### src/rtl/wptr_full_ctrl.sv
// Write-side pointer and flag controller for an asynchronous FIFO (write clock domain).
// Tracks the binary write address and its Gray pointer, and derives full, almost-full,
// fill level and a sticky overflow flag from the synchronized Gray read pointer.
//
// Ports:
//   wclk      in   write-domain clock, rising edge
//   wrst      in   asynchronous active-high reset
//   winc      in   write request, accepted only while wfull=0
//   wq2_rptr  in   Gray read pointer already synchronized into wclk
//   wovf_clr  in   clears the sticky overflow flag
//   wen       out  memory write strobe (combinational) = winc & ~wfull
//   waddr     out  memory write address (low bits of the binary write count)
//   wptr      out  registered Gray write pointer, sent to the read domain
//   wfull     out  registered full flag
//   wafull    out  registered almost-full flag (fill level >= AFULL_THRESH)
//   wlevel    out  registered fill level, 0..2^ADDRSIZE
//   wovf      out  registered sticky overflow flag
module wptr_full_ctrl #(
    parameter int unsigned ADDRSIZE     = 4,
    parameter int unsigned AFULL_THRESH = 12
) (
    input  logic                wclk,
    input  logic                wrst,
    input  logic                winc,
    input  logic [ADDRSIZE:0]   wq2_rptr,
    input  logic                wovf_clr,
    output logic                wen,
    output logic [ADDRSIZE-1:0] waddr,
    output logic [ADDRSIZE:0]   wptr,
    output logic                wfull,
    output logic                wafull,
    output logic [ADDRSIZE:0]   wlevel,
    output logic                wovf
);

    localparam int unsigned PW = ADDRSIZE + 1;
    localparam logic [PW-1:0] AFULL_LIM = PW'(AFULL_THRESH);

    logic [PW-1:0] wbin_q,   wbin_d;
    logic [PW-1:0] wptr_q,   wptr_d;
    logic [PW-1:0] wlevel_q, wlevel_d;
    logic          wfull_q,  wfull_d;
    logic          wafull_q, wafull_d;
    logic          wovf_q,   wovf_d;

    logic          wr_ok_s;
    logic [PW-1:0] rbin_s;
    logic [PW-1:0] fill_s;
    logic [PW-1:0] full_cmp_s;

    // Gray-to-binary of the synchronized read pointer: each bit is the XOR of itself and all higher bits.
    always_comb begin
        rbin_s = '0;
        for (int i = 0; i < int'(PW); i++) begin
            rbin_s[i] = ^(wq2_rptr >> i);
        end
    end

    // Next-state pointer, flag and level logic.
    always_comb begin
        wr_ok_s    = winc & ~wfull_q;
        wbin_d     = wbin_q + PW'(wr_ok_s);
        wptr_d     = (wbin_d >> 1) ^ wbin_d;
        // Full when the write pointer has lapped the read pointer: top two Gray bits inverted, rest equal.
        full_cmp_s = {~wq2_rptr[ADDRSIZE:ADDRSIZE-1], wq2_rptr[ADDRSIZE-2:0]};
        wfull_d    = (wptr_d == full_cmp_s);
        // Modulo subtraction gives the correct occupancy across pointer wrap.
        fill_s     = wbin_d - rbin_s;
        wlevel_d   = fill_s;
        wafull_d   = (fill_s >= AFULL_LIM);
        // A dropped write in the same cycle as a clear keeps the flag set.
        wovf_d     = (winc & wfull_q) | (wovf_q & ~wovf_clr);
    end

    // State registers.
    always_ff @(posedge wclk or posedge wrst) begin
        if (wrst) begin
            wbin_q   <= '0;
            wptr_q   <= '0;
            wlevel_q <= '0;
            wfull_q  <= 1'b0;
            wafull_q <= 1'b0;
            wovf_q   <= 1'b0;
        end else begin
            wbin_q   <= wbin_d;
            wptr_q   <= wptr_d;
            wlevel_q <= wlevel_d;
            wfull_q  <= wfull_d;
            wafull_q <= wafull_d;
            wovf_q   <= wovf_d;
        end
    end

    assign wen    = wr_ok_s;
    assign waddr  = wbin_q[ADDRSIZE-1:0];
    assign wptr   = wptr_q;
    assign wfull  = wfull_q;
    assign wafull = wafull_q;
    assign wlevel = wlevel_q;
    assign wovf   = wovf_q;

endmodule

### config.mk
export PLATFORM = sky130hd
export DESIGN_NAME = wptr_full_ctrl
export DESIGN_NICKNAME = d
export VERILOG_FILES = /design/src/rtl/wptr_full_ctrl.sv
export SDC_FILE = /design/constraint.sdc
export NUM_CORES = 1
export LEC_CHECK = 0
export BUFFER_PORTS_ARGS = -buffer_cell sky130_fd_sc_hd__buf_2
export CAP_MARGIN = 20
export CORE_MARGIN = 3
export CORE_UTILIZATION = 53
export DETAILED_ROUTE_END_ITERATION = 7
export GPL_ROUTABILITY_DRIVEN = 0
export PLACE_DENSITY = 0.86
export SYNTH_ARGS = -nofsm -noshare
export SYNTH_HDL_FRONTEND = slang
export SYNTH_SLANG_ARGS = --single-unit
### constraint.sdc
create_clock -name wclk -period 6 [get_ports wclk]
set_input_delay 0.3 -clock wclk [delete_from_list [all_inputs] [get_ports wclk]]
set_output_delay 0.3 -clock wclk [all_outputs]
set_load 0.03 [all_outputs]
==> impl_metrics.py, run 1 <==
metrics = {
    "status": {
        "status": "finished, final reports clean",
    },
    "synthesis": {
        "synth.area.top_cells": "sky130_fd_sc_hd__dfrtp_1 46%, sky130_fd_sc_hd__xnor2_1 12%, sky130_fd_sc_hd__ha_1 8.2%, sky130_fd_sc_hd__xor2_1 6.7%, sky130_fd_sc_hd__xnor2_2 3.5%",
        "postSynth.topFlopCell": "sky130_fd_sc_hd__dfrtp_1",
        "yosys.area.top_type_share_pct": 46.2,
        "synthesis.area_per_instance_um2": 11.8,
        "seq_area_frac_synth_pct": 46.2,
        "yosys.cell_count.top_type": "sky130_fd_sc_hd__dfrtp_1",
        "synth_seq_cells": 17,
        "synth_commonest_cells": "17 x sky130_fd_sc_hd__dfrtp_1, 13 x sky130_fd_sc_hd__xnor2_1, 8 x sky130_fd_sc_hd__inv_1, 7 x sky130_fd_sc_hd__xor2_1, 6 x sky130_fd_sc_hd__ha_1",
        "syn-num-nets": 93,
        "syn-cell-area_um2": 921,
        "synth.lib_cells_used.distinct": 26,
        "synth-warning-count": 0,
        "synth_top_cell_by_area": "sky130_fd_sc_hd__dfrtp_1",
        "netlist_instances": 78,
        "postSynth.asyncResetShare_pct": 100,
        "edff_count_synth": 0,
    },
    "clock_network": {
        "number_of_buffers_on_the_longest_clock_path": 2,
        "cts.repair_timing.setup_buffer_count": 0,
        "cts_sinks": 17,
        "hold_buf_count_cts": 0,
        "cts_max_level": 1,
        "tritoncts": "yes",
        "clk_transition_reported_paths_ps": 90,
        "ctsResizeCount": 0,
        "cts_inserted_buffers": 3,
        "cell_at_the_root_of_the_clock_tree": "sky130_fd_sc_hd__clkbuf_4",
        "clk-insertion-delay-late_ps": 290,
    },
    "finish": {
        "layout.cell_area.non_filler_um2": 1090,
        "finish.net_count": 123,
        "regArea_um2": 425,
        "antenna-diode-count": 0,
        "final_util_pct": 69.4,
        "number_of_fill_cells_in_the_layout": 131,
        "multiInputGateArea_um2": 458,
        "final_layout_size_suffix_gt1_share_pct": 31.8,
        "area_growth_syn_to_layout_pct": 18.8,
    },
    "timing": {
        "timing.final.crit_share_pct": 42.0,
        "report.final.setup_viol": 0,
        "period_minus_slack_ps": 2520,
        "worst_margin_slew_ps": 615,
        "timing_hold_violations_final": 0,
        "unrepaired_setup_endpoints_after_global_routing": "false",
        "drv_slew": 0,
        "clock_skew_ps": 0.884,
        "timing.fmax_ghz": 0.397,
        "totalNegativeSetupSlack_ps": 0,
        "slew_headroom_pct": 59.0,
    },
    "global_routing": {
        "track_usage_pct": 16.3,
        "grt.overflow.total": 0,
        "grt_start_max_net_pins": 18,
        "grt_pass1_vias": 585,
        "grt_antenna_before_repair": 0,
        "grt_first_pass_wirelength_um": 2520,
    },
    "run": {
        "maxCapViolations": 0,
    },
    "placement": {
        "placedInstanceArea_um2": 1070,
        "count_of_input_and_output_buffers": 26,
        "dpl.hpwl_um": 1400,
    },
    "drt": {
        "detailroute.via_count": 692,
        "finalWirelength_um": 1700,
        "met1Wirelength_um": 710,
        "highest_layer": "met4",
        "route.detailed.vias_per_inst": 5.63,
        "drt_pass1_iterations": 4,
        "final_antenna_net_count": 0,
        "drc": 0,
        "wl_met2_um": 845,
        "drt_iter0_markers": 16,
        "detail_route.wl_per_cell_um": 13.9,
        "dr_wl_met3_um": 120,
    },
    "die": {
        "design.core.area_um2": 1580,
        "die_height_um": 47.7,
        "io_pins": 27,
        "overall_die_width_um": 47.7,
        "dieArea_um2": 2270,
        "rows": 14,
        "floorplan.initialDensity_pct": 58.4,
    },
    "critical_path": {
        "path_class": "reg2reg",
        "cp_data_arrival_time_ps": 2760,
        "worst-path-max-fanout": 8,
        "startpoint_type": "flip-flop",
        "critPathCaptureType": "flip-flop",
        "worst_path_required_time_ps": 6240,
    },
    "min_path": {
        "timing.hold.worst.class": "in2async",
    },
}
-- cells in the final DEF, fill, tap and decap left out --
cell and instances:
sky130_fd_sc_hd__buf_2 26, sky130_fd_sc_hd__dfrtp_1 17, sky130_fd_sc_hd__xnor2_1 13, sky130_fd_sc_hd__inv_1 8, sky130_fd_sc_hd__xor2_1 7, sky130_fd_sc_hd__ha_1 6, sky130_fd_sc_hd__nand3_1 3, sky130_fd_sc_hd__a21oi_1 3
sky130_fd_sc_hd__clkbuf_4 3, sky130_fd_sc_hd__xnor2_2 2, sky130_fd_sc_hd__o21ai_0 2, sky130_fd_sc_hd__xnor2_4 1, sky130_fd_sc_hd__inv_2 1, sky130_fd_sc_hd__maj3_2 1, sky130_fd_sc_hd__nor2b_1 1, sky130_fd_sc_hd__a211oi_1 1
sky130_fd_sc_hd__o21bai_1 1, sky130_fd_sc_hd__or3_1 1, sky130_fd_sc_hd__a2111oi_0 1, sky130_fd_sc_hd__nand2_1 1, sky130_fd_sc_hd__nor4bb_1 1, sky130_fd_sc_hd__nor2_1 1, sky130_fd_sc_hd__o211ai_1 1, sky130_fd_sc_hd__o311ai_0 1
sky130_fd_sc_hd__or4b_1 1, sky130_fd_sc_hd__o311ai_1 1, sky130_fd_sc_hd__a21o_1 1, sky130_fd_sc_hd__clkbuf_1 1
-- worst paths after layout --
path | from | endpoint | slack, ps | cells past startpoint
max | wfull | wafull | 3480 | 9
min | wrst | wlevel[2] | 60 | 2
max reg2reg | wfull | wafull | 3480 | 9
min reg2reg | wfull | wovf | 530 | 2
max in group asynchronous | wrst | wbin_q[4] | 5540 | 2
min in group wclk | wovf_clr | wovf | 180 | 2
-- state kept, by name, indices dropped and copies added (netlist names) --
register / count
wbin_q: 5
wlevel: 5
wptr: 4
wafull: 1
wfull: 1
wovf: 1
-- cell families after synthesis --
family | share of synthesized area (%)
AO/OA/AOI/OAI | 8.83
XOR/XNOR | 25.5
adder cells (fa/ha/maj) | 9.37
buffers and inverters | 4.08
flip-flops | 46.2
AND/OR/NAND/NOR | 5.98
-- per-stage QoR --
step / std cells / worst slack (ps) / hold WS (ps)
2_1_floorplan: 78 / 3100 / 226
3_3_place_gp: 119 / 3440 / 391
3_5_place_dp: 119 / 3300 / 395
4_1_cts: 123 / 3470 / 78.2
5_1_grt: 123 / 3330 / 114
6_report: 123 / 3480 / 64.3
-- area by class of cell --
type                       count  share of cell area, %
sequential                    17                   38.9
inverter                       9                   3.09
clock buffer                   4                   2.40
tap                           16                   1.83
multi-input combinational     51                   41.9
timing repair buffer          26                   11.9
-- critical path, cell delays in order (launching register included) --
cell                       delay [ps]
sky130_fd_sc_hd__dfrtp_1          380
sky130_fd_sc_hd__nor2b_1           70
sky130_fd_sc_hd__ha_1             200
sky130_fd_sc_hd__ha_1             230
sky130_fd_sc_hd__xnor2_2          330
sky130_fd_sc_hd__inv_1            110
sky130_fd_sc_hd__ha_1             440
sky130_fd_sc_hd__or4b_1           460
sky130_fd_sc_hd__o311ai_1         100
sky130_fd_sc_hd__a21o_1           160
-- per-layer routing --
metal | GRT usage (%) | vias to the layer above
met5 | 0 | -
li1 | - | 320
met2 | 28.5 | 39
met3 | 2.26 | 3
met4 | 6.45 | 0
met1 | 20.0 | 330
Power of run 1 is left out: the tool's default activity adds up to more than one toggle a clock period on the data nets, which glitch-free logic cannot reach.
==> inputs of run 2 (changes only) <==
Settings changed: ABC_AREA set to 1, CORE_UTILIZATION 53 to 50, PLACE_DENSITY 0.86 to 0.81.
Clock period 6 ns to 2.4 ns, I/O delays scaled along.
==> impl_metrics.py, run 2 <==
metrics = {
    "status": {
        "status": "finished, final reports clean",
    },
    "finish": {
        "area_growth_syn_to_layout_pct": 21.6,
        "antenna-diode-count": 0,
        "number_of_fill_cells_in_the_layout": 159,
        "finish.cell_count_without_fillers": 174,
        "final_common_cell": "sky130_fd_sc_hd__nand2_1",
        "finish.net_count": 165,
        "layout_common_cells": "41 x sky130_fd_sc_hd__nand2_1, 26 x sky130_fd_sc_hd__buf_2, 21 x sky130_fd_sc_hd__inv_1",
        "final_layout_size_suffix_gt1_share_pct": 23.5,
    },
    "critical_path": {
        "critPathTopFamily": "simple AND/OR/NAND/NOR gates",
        "worstPathBufferInverterCount": 2,
        "timing.critical_path.depth": 13,
        "cp_data_arrival_time_ps": 2360,
        "startpoint_type": "flip-flop",
        "critical_path.max_stage_delay_ps": 430,
        "timing.critical_path.mode_cell": "sky130_fd_sc_hd__nand2_1",
        "worst_path_required_time_ps": 2590,
        "reg2reg_from": "wfull",
        "critPathCaptureType": "flip-flop",
        "worstSetupEndpoint": "wlevel[3]",
        "r2r_setup_slack_ps": 230,
        "worst-path-max-fanout": 4,
        "path_cells": "nor2_4, ha_1, ha_1, nand2_1, nand2_1, inv_2, ha_1, inv_1, nor2_1, nand3_1, nand2_1, nand2_1, and2_1",
        "path_class": "reg2reg",
        "critPathSlowestCell": "sky130_fd_sc_hd__dfrtp_1",
        "worstRegToRegCells": 13,
        "reg_to_reg_endpoint": "wlevel[3]",
        "critPathLaunch": "wfull",
    },
    "run": {
        "maxCapViolations": 0,
    },
    "synthesis": {
        "synth_top_cell_by_area": "sky130_fd_sc_hd__dfrtp_1",
        "edff_count_synth": 0,
        "synth.lib_cells_used.distinct": 18,
        "postSynth.topFlopCell": "sky130_fd_sc_hd__dfrtp_1",
        "synth-warning-count": 0,
        "netlist_instances": 118,
        "syn-cell-area_um2": 957,
        "yosys.cell_count.top_type": "sky130_fd_sc_hd__nand2_1",
        "seq_area_frac_synth_pct": 44.4,
        "synth_commonest_cells": "41 x sky130_fd_sc_hd__nand2_1, 21 x sky130_fd_sc_hd__inv_1, 17 x sky130_fd_sc_hd__dfrtp_1, 9 x sky130_fd_sc_hd__nand3_1, 9 x sky130_fd_sc_hd__xor2_1",
        "synth.area.top_cells": "sky130_fd_sc_hd__dfrtp_1 44%, sky130_fd_sc_hd__nand2_1 16%, sky130_fd_sc_hd__inv_1 8.2%, sky130_fd_sc_hd__xor2_1 8.2%, sky130_fd_sc_hd__ha_1 7.8%",
        "yosys.area.top_type_share_pct": 44.4,
        "postSynth.asyncResetShare_pct": 100,
        "syn-num-nets": 133,
        "synthesis.area_per_instance_um2": 8.11,
        "synth_seq_cells": 17,
    },
    "clock_network": {
        "cts_sinks": 17,
        "clk_transition_reported_paths_ps": 90,
        "hold_buf_count_cts": 1,
        "number_of_buffers_on_the_longest_clock_path": 2,
        "cts_max_level": 1,
        "ctsResizeCount": 0,
        "tritoncts": "yes",
        "clk-insertion-delay-late_ps": 290,
        "cts_inserted_buffers": 3,
        "cell_at_the_root_of_the_clock_tree": "sky130_fd_sc_hd__clkbuf_4",
        "cts.repair_timing.setup_buffer_count": 0,
    },
    "global_routing": {
        "grt_antenna_before_repair": 0,
        "track_usage_pct": 17.1,
        "grt_start_max_net_pins": 18,
        "grt_pass1_vias": 758,
        "grt.overflow.total": 0,
        "grt_first_pass_wirelength_um": 3170,
    },
    "drt": {
        "final_antenna_net_count": 0,
        "finalWirelength_um": 1810,
        "detailroute.via_count": 813,
        "drt_iter0_markers": 14,
        "detail_route.wl_per_cell_um": 10.4,
        "route.detailed.vias_per_inst": 4.67,
        "drc": 0,
        "drt_pass1_iterations": 4,
    },
    "die": {
        "design.core.area_um2": 1760,
        "io_pins": 27,
        "die_height_um": 49.8,
        "overall_die_width_um": 49.8,
        "floorplan.initialDensity_pct": 54.3,
        "rows": 15,
        "dieArea_um2": 2480,
    },
    "timing": {
        "drv_slew": 0,
        "worst_margin_slew_ps": 612,
        "finalHoldWorstSlack_ps": 33.8,
        "totalNegativeSetupSlack_ps": 0,
        "unrepaired_setup_endpoints_after_global_routing": "false",
        "timing_hold_violations_final": 0,
        "period_minus_slack_ps": 2170,
        "report.final.setup_viol": 0,
        "slew_headroom_pct": 59.1,
        "clock_skew_ps": 1.39,
        "timing.fmax_ghz": 0.460,
        "timing.final.crit_share_pct": 90.5,
    },
    "min_path": {
        "timing.hold.worst.class": "in2reg",
        "hold_path_startpoint": "wovf_clr",
    },
    "placement": {
        "numPlacedInstances": 169,
        "dpl.hpwl_um": 1490,
        "count_of_input_and_output_buffers": 26,
    },
}
==> run 2: final cells by class <==
| type | count | area [µm²] | share of cell area, % |
|---|---|---|---|
| clock buffer | 3 | 22.5 | 1.94 |
| clock inverter | 1 | 5.00 | 0.430 |
| inverter | 22 | 82.6 | 7.10 |
| multi-input combinational | 79 | 457 | 39.2 |
| sequential | 17 | 425 | 36.6 |
| tap | 25 | 31.3 | 2.69 |
| timing repair buffer | 27 | 140 | 12.0 |
==> run 2: stage by stage <==
step | cell area [µm²] | util, % | worst slack [ps]
after floorplan | 965 | - | 70.4
after global placement | 1130 | 63.8 | 316
after detailed placement | 1130 | 63.8 | 251
after CTS | 1160 | 66.0 | 220
after global routing | 1160 | 66.0 | 24.0
final | 1160 | 66.0 | 228
==> run 2: worst min path at each step <==
stage	depth (start not counted)	endpoint	slack [ps]
floorplan	1	wafull	50
global placement	2	wlevel[4]	210
detailed placement	2	wlevel[4]	230
CTS	2	wovf	30
global route	2	wovf	30
finish	2	wovf	30
==> run 2: kinds of logic (layout without fill, tap and decap cells) <==
| kind of cell | after synthesis | in the layout | share of synthesized area, % |
|---|---|---|---|
| AO/OA/AOI/OAI | 2 | 2 | 1.04 |
| XOR/XNOR | 12 | 12 | 11.8 |
| flip-flops | 17 | 17 | 44.4 |
| buffers and inverters | 22 | 53 | 8.63 |
| adder cells (fa/ha/maj) | 6 | 6 | 7.84 |
| AND/OR/NAND/NOR | 59 | 59 | 26.3 |
==> run 2: per-layer routing <==
metal  vias up  GRT usage [%]  part of all wire (%)
met5         -              0                     0
met3         5           2.72                   4.3
met2        21           28.2                    48
met4         0           8.76                   2.2
li1        420              -                     -
met1       367           21.3                    45
Power of run 2 is left out for the same reason.
